<file path="src/rtl/tick_sched_pkg.sv">
// ---------------------------------------------------------------------------
// tick_sched_pkg
// Shared types and constants for the tick scheduler slice.
//   ch_state_e  : per-channel FSM states (IDLE / ARM / RUN)
//   cfg_state_e : configuration port FSM states (C_IDLE / C_APPLY)
//   CH_*        : conventional channel assignments for the game logic
//   satExp      : clamps a requested exponent to the prescaler width
// ---------------------------------------------------------------------------
package tick_sched_pkg;

    typedef enum logic [1:0] {
        IDLE = 2'd0,
        ARM  = 2'd1,
        RUN  = 2'd2
    } ch_state_e;

    typedef enum logic {
        C_IDLE  = 1'b0,
        C_APPLY = 1'b1
    } cfg_state_e;

    localparam int CH_BULLET = 0;
    localparam int CH_ENEMY  = 1;
    localparam int CH_DISP   = 2;
    localparam int CH_SPARE  = 3;

    // A period longer than the prescaler can express is meaningless, so
    // oversized exponents collapse to the full counter width.
    function automatic int satExp(input int expVal, input int maxExp);
        return (expVal > maxExp) ? maxExp : expVal;
    endfunction

endpackage

</file>
<file path="src/rtl/tick_channel.sv">
// ---------------------------------------------------------------------------
// tick_channel
// One tick channel: exponent register, mask compare against the shared
// prescaler and the IDLE/ARM/RUN FSM that produces a registered one-cycle
// tick at a power-of-two period.
// Ports:
//   clk_i, rst_ni   clock, asynchronous active-low reset
//   cnt_i           shared prescaler value
//   pause_i         freeze: no state advance out of ARM, no ticks
//   wr_i            apply a configuration to this channel this cycle
//   wrExp_i         new exponent (already saturated by the caller)
//   wrEn_i          1 = (re)arm the channel, 0 = stop it
//   tick_o          registered one-cycle enable pulse
//   active_o        channel is in RUN
// ---------------------------------------------------------------------------
module tick_channel
    import tick_sched_pkg::*;
#(
    parameter int CNT_W       = 24,
    parameter int EXP_W       = 5,
    parameter int DEFAULT_EXP = 20
) (
    input  logic             clk_i,
    input  logic             rst_ni,
    input  logic [CNT_W-1:0] cnt_i,
    input  logic             pause_i,
    input  logic             wr_i,
    input  logic [EXP_W-1:0] wrExp_i,
    input  logic             wrEn_i,
    output logic             tick_o,
    output logic             active_o
);

    ch_state_e        state_q, state_d;
    logic [EXP_W-1:0] exp_q, exp_d;
    logic             tick_q, tick_d;
    logic [CNT_W-1:0] mask;

    // Mask has the low exp bits set; exponents at or above the counter
    // width simply give an all-ones mask.
    always_comb begin
        mask = '0;
        for (int b = 0; b < CNT_W; b++) begin
            mask[b] = (b < int'(exp_q));
        end
    end

    // Next-state logic. A configuration write takes priority over any tick
    // match in the same cycle, so a write always yields tick_d = 0.
    // ARM waits for the start of a period so the first RUN period is full
    // length; only a zero mask (tick every cycle) ticks on the arming cycle.
    always_comb begin
        state_d = state_q;
        exp_d   = exp_q;
        tick_d  = 1'b0;
        if (wr_i) begin
            if (wrEn_i) begin
                exp_d   = wrExp_i;
                state_d = ARM;
            end else begin
                state_d = IDLE;
            end
        end else if (!pause_i) begin
            unique case (state_q)
                ARM: begin
                    if ((cnt_i & mask) == '0) begin
                        state_d = RUN;
                        tick_d  = (mask == '0);
                    end
                end
                RUN: begin
                    tick_d = ((cnt_i & mask) == mask);
                end
                default: begin
                end
            endcase
        end
    end

    // State, exponent and tick registers.
    always_ff @(posedge clk_i or negedge rst_ni) begin
        if (!rst_ni) begin
            state_q <= IDLE;
            exp_q   <= EXP_W'(DEFAULT_EXP);
            tick_q  <= 1'b0;
        end else begin
            state_q <= state_d;
            exp_q   <= exp_d;
            tick_q  <= tick_d;
        end
    end

    assign tick_o   = tick_q;
    assign active_o = (state_q == RUN);

endmodule

</file>
<file path="src/rtl/tick_scheduler.sv">
// ---------------------------------------------------------------------------
// tick_scheduler
// Shared free-running prescaler feeding NCH tick channels, each producing a
// one-cycle clock enable at its own power-of-two period. Channels are
// configured at runtime through a two-cycle valid/ready port.
// Ports:
//   in_clk, reset_n      clock, asynchronous active-low reset
//   pause                freeze prescaler, suppress ticks
//   cfg_valid/cfg_ready  configuration handshake
//   cfg_ch               target channel (out-of-range values are ignored)
//   cfg_exp              period exponent, period = 2^cfg_exp cycles
//   cfg_en               1 = enable channel, 0 = disable channel
//   tick                 per-channel one-cycle enable
//   ch_active            per-channel RUN indication
// ---------------------------------------------------------------------------
module tick_scheduler
    import tick_sched_pkg::*;
#(
    parameter int NCH         = 4,
    parameter int CNT_W       = 24,
    parameter int EXP_W       = 5,
    parameter int DEFAULT_EXP = 20
) (
    input  logic                                 in_clk,
    input  logic                                 reset_n,
    input  logic                                 pause,
    input  logic                                 cfg_valid,
    output logic                                 cfg_ready,
    input  logic [$clog2(NCH > 1 ? NCH : 2)-1:0] cfg_ch,
    input  logic [EXP_W-1:0]                     cfg_exp,
    input  logic                                 cfg_en,
    output logic [NCH-1:0]                       tick,
    output logic [NCH-1:0]                       ch_active
);

    localparam int CH_W = $clog2(NCH > 1 ? NCH : 2);

    logic [CNT_W-1:0] cnt_q, cnt_d;
    cfg_state_e       cfgState_q, cfgState_d;
    logic [CH_W-1:0]  latCh_q, latCh_d;
    logic [EXP_W-1:0] latExp_q, latExp_d;
    logic             latEn_q, latEn_d;
    logic             apply;

    // Prescaler wraps naturally at 2^CNT_W; every period divides that, so
    // the wrap never disturbs channel phase.
    always_comb begin
        cnt_d = pause ? cnt_q : cnt_q + CNT_W'(1);
    end

    // Config FSM: latch a request in C_IDLE, write it to the channel in
    // C_APPLY. Exponent saturation happens at latch time so the channel
    // never sees an out-of-range value.
    always_comb begin
        cfgState_d = cfgState_q;
        latCh_d    = latCh_q;
        latExp_d   = latExp_q;
        latEn_d    = latEn_q;
        cfg_ready  = 1'b0;
        apply      = 1'b0;
        unique case (cfgState_q)
            C_IDLE: begin
                cfg_ready = 1'b1;
                if (cfg_valid) begin
                    latCh_d    = cfg_ch;
                    latExp_d   = EXP_W'(satExp(int'(cfg_exp), CNT_W));
                    latEn_d    = cfg_en;
                    cfgState_d = C_APPLY;
                end
            end
            C_APPLY: begin
                apply      = 1'b1;
                cfgState_d = C_IDLE;
            end
            default: begin
                cfgState_d = C_IDLE;
            end
        endcase
    end

    // Prescaler and config registers.
    always_ff @(posedge in_clk or negedge reset_n) begin
        if (!reset_n) begin
            cnt_q      <= '0;
            cfgState_q <= C_IDLE;
            latCh_q    <= '0;
            latExp_q   <= '0;
            latEn_q    <= 1'b0;
        end else begin
            cnt_q      <= cnt_d;
            cfgState_q <= cfgState_d;
            latCh_q    <= latCh_d;
            latExp_q   <= latExp_d;
            latEn_q    <= latEn_d;
        end
    end

    // A latched channel index >= NCH matches no instance, so such
    // requests are accepted and silently dropped.
    for (genvar g = 0; g < NCH; g++) begin : gCh
        tick_channel #(
            .CNT_W      (CNT_W),
            .EXP_W      (EXP_W),
            .DEFAULT_EXP(DEFAULT_EXP)
        ) uChannel (
            .clk_i   (in_clk),
            .rst_ni  (reset_n),
            .cnt_i   (cnt_q),
            .pause_i (pause),
            .wr_i    (apply && (latCh_q == CH_W'(g))),
            .wrExp_i (latExp_q),
            .wrEn_i  (latEn_q),
            .tick_o  (tick[g]),
            .active_o(ch_active[g])
        );
    end

endmodule

</file>
<file path="config.mk">
export PLATFORM = sky130hd
export DESIGN_NAME = tick_scheduler
export DESIGN_NICKNAME = d
export VERILOG_FILES = /design/src/rtl/tick_sched_pkg.sv /design/src/rtl/tick_channel.sv /design/src/rtl/tick_scheduler.sv
export SDC_FILE = /design/constraint.sdc
export NUM_CORES = 1
export LEC_CHECK = 0
export ABC_CLOCK_PERIOD_IN_PS = 4100
export CORE_UTILIZATION = 25
export DETAILED_ROUTE_END_ITERATION = 8
export HOLD_SLACK_MARGIN = 0.06
export PLACE_DENSITY = 0.41
export RECOVER_POWER = 100
export SLEW_MARGIN = 30
export SYNTH_ARGS = -nofsm -noshare
export SYNTH_HDL_FRONTEND = slang
export SYNTH_SLANG_ARGS = --single-unit
</file>
<file path="constraint.sdc">
create_clock -name in_clk -period 4.1 [get_ports in_clk]
set_input_delay 1.23 -clock in_clk [delete_from_list [all_inputs] [get_ports in_clk]]
set_output_delay 1.23 -clock in_clk [all_outputs]
set_load 0.1 [all_outputs]
</file>
# After elaboration in Yosys (flattened, before gate mapping)
# Cells that the tools add are included.
totals:
  latch_bits: 0
  mem_bits_ro: 0
  output_inout_bits: 9
  mem_bits_rw: 0
  memories: 0
  register_bits: 65
  elab_cells: 207
classes:
  mul: 0
  shifts: 0
  n_eq_ne: 19
  addsub: 1
  bitwise: 5
  order_cmp: 97
  div_mod_pow: 0
  mux: 38
  reduce_logical: 30
op_table:
  columns: ["cell", "count"]
  rows:
  - ["zero test 24 bit", 8]
  - ["< comparator 4 x 5 -> 1 bit (first input constant)", 32]
  - ["< comparator 5 bit (first input constant)", 32]
  - ["AND 24 bit", 4]
  - ["== test 24 bit", 4]
  - ["< comparator 3 x 5 -> 1 bit (first input constant)", 16]
  - ["< comparator 1 x 5 -> 1 bit (first input constant)", 8]
  - ["< comparator 2 x 5 -> 1 bit (first input constant)", 8]
  - ["2-to-1 mux 2 bit", 16]
  - ["adder 24 x 1 -> 24 bit (second input constant)", 1]
  - ["2-to-1 mux 1 bit", 16]
  - ["nonzero test 2 bit", 8]
  - ["== test 2 bit (second input constant)", 6]
  - ["AND reduction 3 bit", 4]
  - ["== test 2 x 1 -> 1 bit (second input constant)", 5]
  - ["case mux 1 bit (2 select lines)", 5]
  - ["AND reduction 2 bit", 5]
  - ["!= test 2 x 1 -> 1 bit (second input constant)", 4]
  - ["greater-than comparator 5 bit (second input constant)", 1]
  - ["2-to-1 mux 5 bit", 1]
  - ["logical AND 1 bit", 4]
  - ["zero test 2 bit", 1]
  - ["inverter 1 bit", 1]

# Longest topological paths before layout
logic_depth:
  depth_word: 7
  depth_mapped: 8
  ltp_nobuf: 8

# Cells and area by module
# From an unflattened synthesis, not the netlist that was laid out.
unflattened:
  hier_cells: 623
  hier_area_um2: 5290.1
by_module_without_submodules:
  columns: ["module", "cells_each", "area_per_inst_um2", "n_inst"]
  rows:
  - ["tick_channel (gCh[1].uChannel ...)", 126, 952.2, 3]
  - ["tick_scheduler", 118, 1435.1, 1]
  - ["tick_channel (gCh[0].uChannel)", 127, 998.5, 1]

# Least setup slack after synthesis
# No wires, ideal clock.
synth_path:
  kind: "input to register"
  start: "in pause"
  end: "reg gCh[1].uChannel.tick_q"
  required_time_ns: 4.035
  path_stages: 6
  arrival_time_ns: 2.853
  setup_ns: 0.065
  setup_slack_ns: 1.182
  path_cell_list: "clkbuf_1 -> or4b_1 -> or4_1 -> a211oi_2 -> and4bb_1 -> o22a_1"
synth_via:
  elab_chain_cells: 2
synth_rtl:
  columns: ["item", "line_no", "text"]
  rows:
  - ["from (decl)", "tick_scheduler.sv:26", "input logic pause,"]
  - ["2-to-1 mux 1 bit", "tick_channel.sv:63", "end else if (!pause_i) begin"]
  - ["2-to-1 mux 1 bit", "tick_channel.sv:56", "if (wr_i) begin"]
  - ["net gCh[1].uChannel.tick_d", "tick_channel.sv:36", "logic tick_q, tick_d;"]
  - ["to (signal assigned)", "tick_channel.sv:89", "tick_q <= tick_d;"]
  - ["to (decl)", "tick_channel.sv:36", null]
# The timed path passes the listed nets, and every way through them passes these cells.
# A chain may end at the register's enable or synchronous reset.

# Worst setup path after layout
layout_path:
  start: "in pause"
  end: "reg gCh[3].uChannel.state_q[0]"
layout_via:
  elab_chain_cells: 2
layout_rtl:
  columns: ["item", "line_no", "text"]
  rows:
  - ["!= test 2 x 1 -> 1 bit (no source line)", null, null]
  - ["AND reduction 3 bit (no source line)", null, null]
  - ["to (signal assigned)", "tick_channel.sv:87", "state_q <= state_d;"]
  - ["to (decl)", "tick_channel.sv:34", "ch_state_e state_q, state_d;"]
# Every way passes these cells.

==> flow_metrics.env <==
export IMPL_ioPinCount=21
export IMPL_vdd_ir_drop_max_uv=239
export IMPL_tightestPinTransition_ns=1.73
export IMPL_grt_max_degree=37
export IMPL_powerDensity_nw_per_um2=738
export IMPL_clkLatencyLatePin_ns=0.35
export IMPL_grt_pass1_vias=4654
export IMPL_combPwrFrac_pct=41.2
export IMPL_p_sw_share_pct=49.4
export IMPL_synth_top_area_share_pct=27.9
export IMPL_cpPeakStageDelay_ns=0.70
export IMPL_mostFrequentLayoutCells="o21ai_0 (67), a21oi_1 (61), dfrtp_1 (57)"
export IMPL_hold_viol=0
export IMPL_critPathLaunchType="input port"
export IMPL_cp_slowest_cell="dlygate4sd3_1"
export IMPL_cp_end_kind="flop"
export IMPL_syn_avg_cell_area_um2=7.93
export IMPL_first_pass_iters=6
export IMPL_yosysUniqueCellTypes=71
export IMPL_antenna_found_initial=0
export IMPL_synth_mux_area_share_pct=5.29
export IMPL_place_congestion=0.861
export IMPL_initial_core_util_pct=25.9
export IMPL_grt_usage_pct=18.4
export IMPL_die_y_um=145
export IMPL_cts_max_level=3
export IMPL_synth_nets=665
export IMPL_synth_seq_cells=65
export IMPL_synth_top_family_by_area="compound AO/OA/AOI/OAI gates"
export IMPL_syn_cell_area_um2=5110
export IMPL_grt_overflow_total=0
export IMPL_reg2reg_slack_ns=1.40
export IMPL_drt_vias_per_instance=5.84
export IMPL_drv_cap=1
export IMPL_crit_chain="dlygate4sd3_1 > clkbuf_1 > nor2b_1 > o21ai_0 > nor4_1 > o2111ai_1 > nor4_1 > o21ai_0"
export IMPL_holdCritPathClass="flop to flop"
export IMPL_area_growth_pct=9.80
export IMPL_synth_top_cells_by_area="dfrtp_1 (28%), o21ai_0 (6.6%), a21oi_1 (6.0%)"
export IMPL_postCtsHoldBufs=0
export IMPL_final_nets=626
export IMPL_port_buffers=20
export IMPL_cp_required_ns=4.31
export IMPL_cts_setup_buffers=0
export IMPL_grt_pass1_wl_um=29300
export IMPL_num_rows=51
export IMPL_p_int_mw=2.09
export IMPL_mostFrequentLayoutCell="o21ai_0"
export IMPL_synth_compound_area_share_pct=30.2
export IMPL_max_freq_ghz=0.307
export IMPL_cts_made_buffers=9
export IMPL_synth_edf_count=0
export IMPL_die_w_um=145
export IMPL_coreArea_um2=19700
export IMPL_pwr_share_clk_pct=20.5
export IMPL_drt_iter0_drc=787
export IMPL_p_leak_nw=2.14
export IMPL_synth_adder_area_share_pct=2.21
export IMPL_finalCritPeriodShare_pct=79.5
export IMPL_finalSetupTns_ns=0
export IMPL_maxSlewHeadroom_pct=-15.6
export IMPL_power_frac_seq_pct=38.4
export IMPL_clk_pin_slew_worst_paths_ns=0.06
export IMPL_ys_warn_count=0
export IMPL_netlist_instances=644
export IMPL_async_flop_share_pct=100
export IMPL_skew_ns=0.0143
export IMPL_clockRootBuffer="clkbuf_16"
export IMPL_yosys_area_share_simple_pct=18.3
export IMPL_die_area_um2=21000
export IMPL_yosysSeqAreaShare_pct=32.1
export IMPL_wl_per_cell_um=22.0
export IMPL_synth_top_area_cell="dfrtp_1"
export IMPL_yosys_area_share_xor_xnor_pct=3.95
export IMPL_num_fill_cells=2103
export IMPL_cts_num_sinks=65
export IMPL_critPathMaxFanout=7
export IMPL_final_layout_size_suffix_gt1_share_pct=8.85
export IMPL_diodes=0
export IMPL_switchingPower_mw=2.04
export IMPL_drt_wl_total_um=19200
export IMPL_final_util_pct=28.4
export IMPL_finalCriticalPeriod_ns=3.26
export IMPL_hpwl_um=12900
export IMPL_status="complete, but fails checks"
export IMPL_violations="max-capacitance violations, max-slew violations"
export IMPL_cts_resized_gates=0
export IMPL_crit_arrival_ns=3.47
export IMPL_clockBufferDepth=2
export IMPL_crit_type="input port to flop"
export IMPL_ant_nets=0
export IMPL_setup_viol=0
export IMPL_cts_tree="yes"
export IMPL_vias=5108
export IMPL_final_max_slew_viol_count=31
export IMPL_rsz0062_at_grt="false"
export IMPL_drc_errors=0
export IMPL_ys_flop_type="dfrtp_1"
-- state kept, by name, summed over array words and instances, names as in the netlist --
register	flops
cnt_q	24
gCh.uChannel.exp_q	20
gCh.uChannel.state_q	8
latExp_q	5
gCh.uChannel.tick_o	4
latCh_q	2
cfgState_q	1
latEn_q	1
-- power groups by stage --
stage / Clock [mW] / Combinational, mW / Sequential [mW]
finish: 0.846 / 1.70 / 1.59
global route: 0.894 / 1.88 / 1.64
CTS: 0.864 / 1.70 / 1.56
detailed placement: 0 / 1.69 / 1.57
global placement: 0 / 1.71 / 1.58
floorplan: 0 / 1.77 / 0.969
-- stage by stage --
| step | hold slack, ns | total power [mW] | instance area (µm²) | worst slack [ns] | std cells |
|---|---|---|---|---|---|
| 2_1_floorplan | 0.490 | 2.74 | 5110 | 1.18 | 644 |
| 3_3_place_gp | 0.509 | 3.29 | 5340 | 0.592 | 859 |
| 3_5_place_dp | 0.525 | 3.27 | 5340 | 0.524 | 859 |
| 4_1_cts | 0.539 | 4.13 | 5650 | 0.886 | 875 |
| 5_1_grt | 0.550 | 4.41 | 5610 | 0.511 | 875 |
| 6_report | 0.531 | 4.14 | 5610 | 0.840 | 875 |
-- layer usage --
| metal | share of wire, % | global-route usage (%) | vias up |
|---|---|---|---|
| met5 | 0 | 0 | - |
| met3 | 8.4 | 4.12 | 63 |
| met2 | 45 | 28.1 | 268 |
| li1 | - | - | 2284 |
| met4 | 3.5 | 7.82 | 0 |
| met1 | 44 | 24.8 | 2493 |
-- cells in the mapped netlist (all sizes together), types with 7 or more instances --
| master | instances |
|---|---|
| dfrtp | 57 |
| mux2 | 24 |
| a21oi | 61 |
| nor3 | 14 |
| dfstp | 8 |
| nand3 | 19 |
| nor2 | 39 |
| o21a | 10 |
| o31ai | 10 |
| o21ai | 67 |
| nand2b | 7 |
| buf | 16 |
| o22ai | 10 |
| inv | 27 |
| nand4 | 10 |
| xnor2 | 19 |
| ha | 9 |
| nand2 | 50 |
| clkbuf | 56 |
| o2111ai | 8 |
| and3 | 9 |
| nor4 | 10 |
-- final timing paths --
check / startpoint / to / cells after the start
min: gCh[2].uChannel.state_q[1] / gCh[2].uChannel.state_q[1] / 1
max in group asynchronous: reset_n / gCh[3].uChannel.tick_o / 2
max: pause / gCh[3].uChannel.state_q[0] / 8
max reg2reg: gCh[2].uChannel.exp_q[3] / gCh[2].uChannel.state_q[0] / 6
min in group asynchronous: reset_n / gCh[1].uChannel.exp_q[1] / 1
min reg2reg: gCh[2].uChannel.state_q[1] / gCh[2].uChannel.state_q[1] / 1
-- kinds of logic after synthesis --
| family | Yosys count |
|---|---|
| buf+inv | 100 |
| mux | 24 |
| xor+xnor | 23 |
| fa+ha+maj | 9 |
| simple gates | 184 |
| compound gates | 239 |
| flops | 65 |
-- worst max-delay path, delay by kind of cell --
| kind | cells | cell delay [ns] |
|---|---|---|
| and+or+nand+nor | 3 | 0.88 |
| buffers and inverters | 2 | 0.91 |
| AOI/OAI and AO/OA | 3 | 0.42 |
-- cell type report --
class	instances	area [µm²]	share of cell area [%]
multi-input combinational	479	3050	54.4
sequential	65	1640	29.2
tap	265	332	5.91
clock buffer	11	233	4.15
timing repair buffer	22	171	3.06
inverter	28	105	1.87
clock inverter	5	80.1	1.43
No activity file was read; power rests on OpenSTA's default activity.
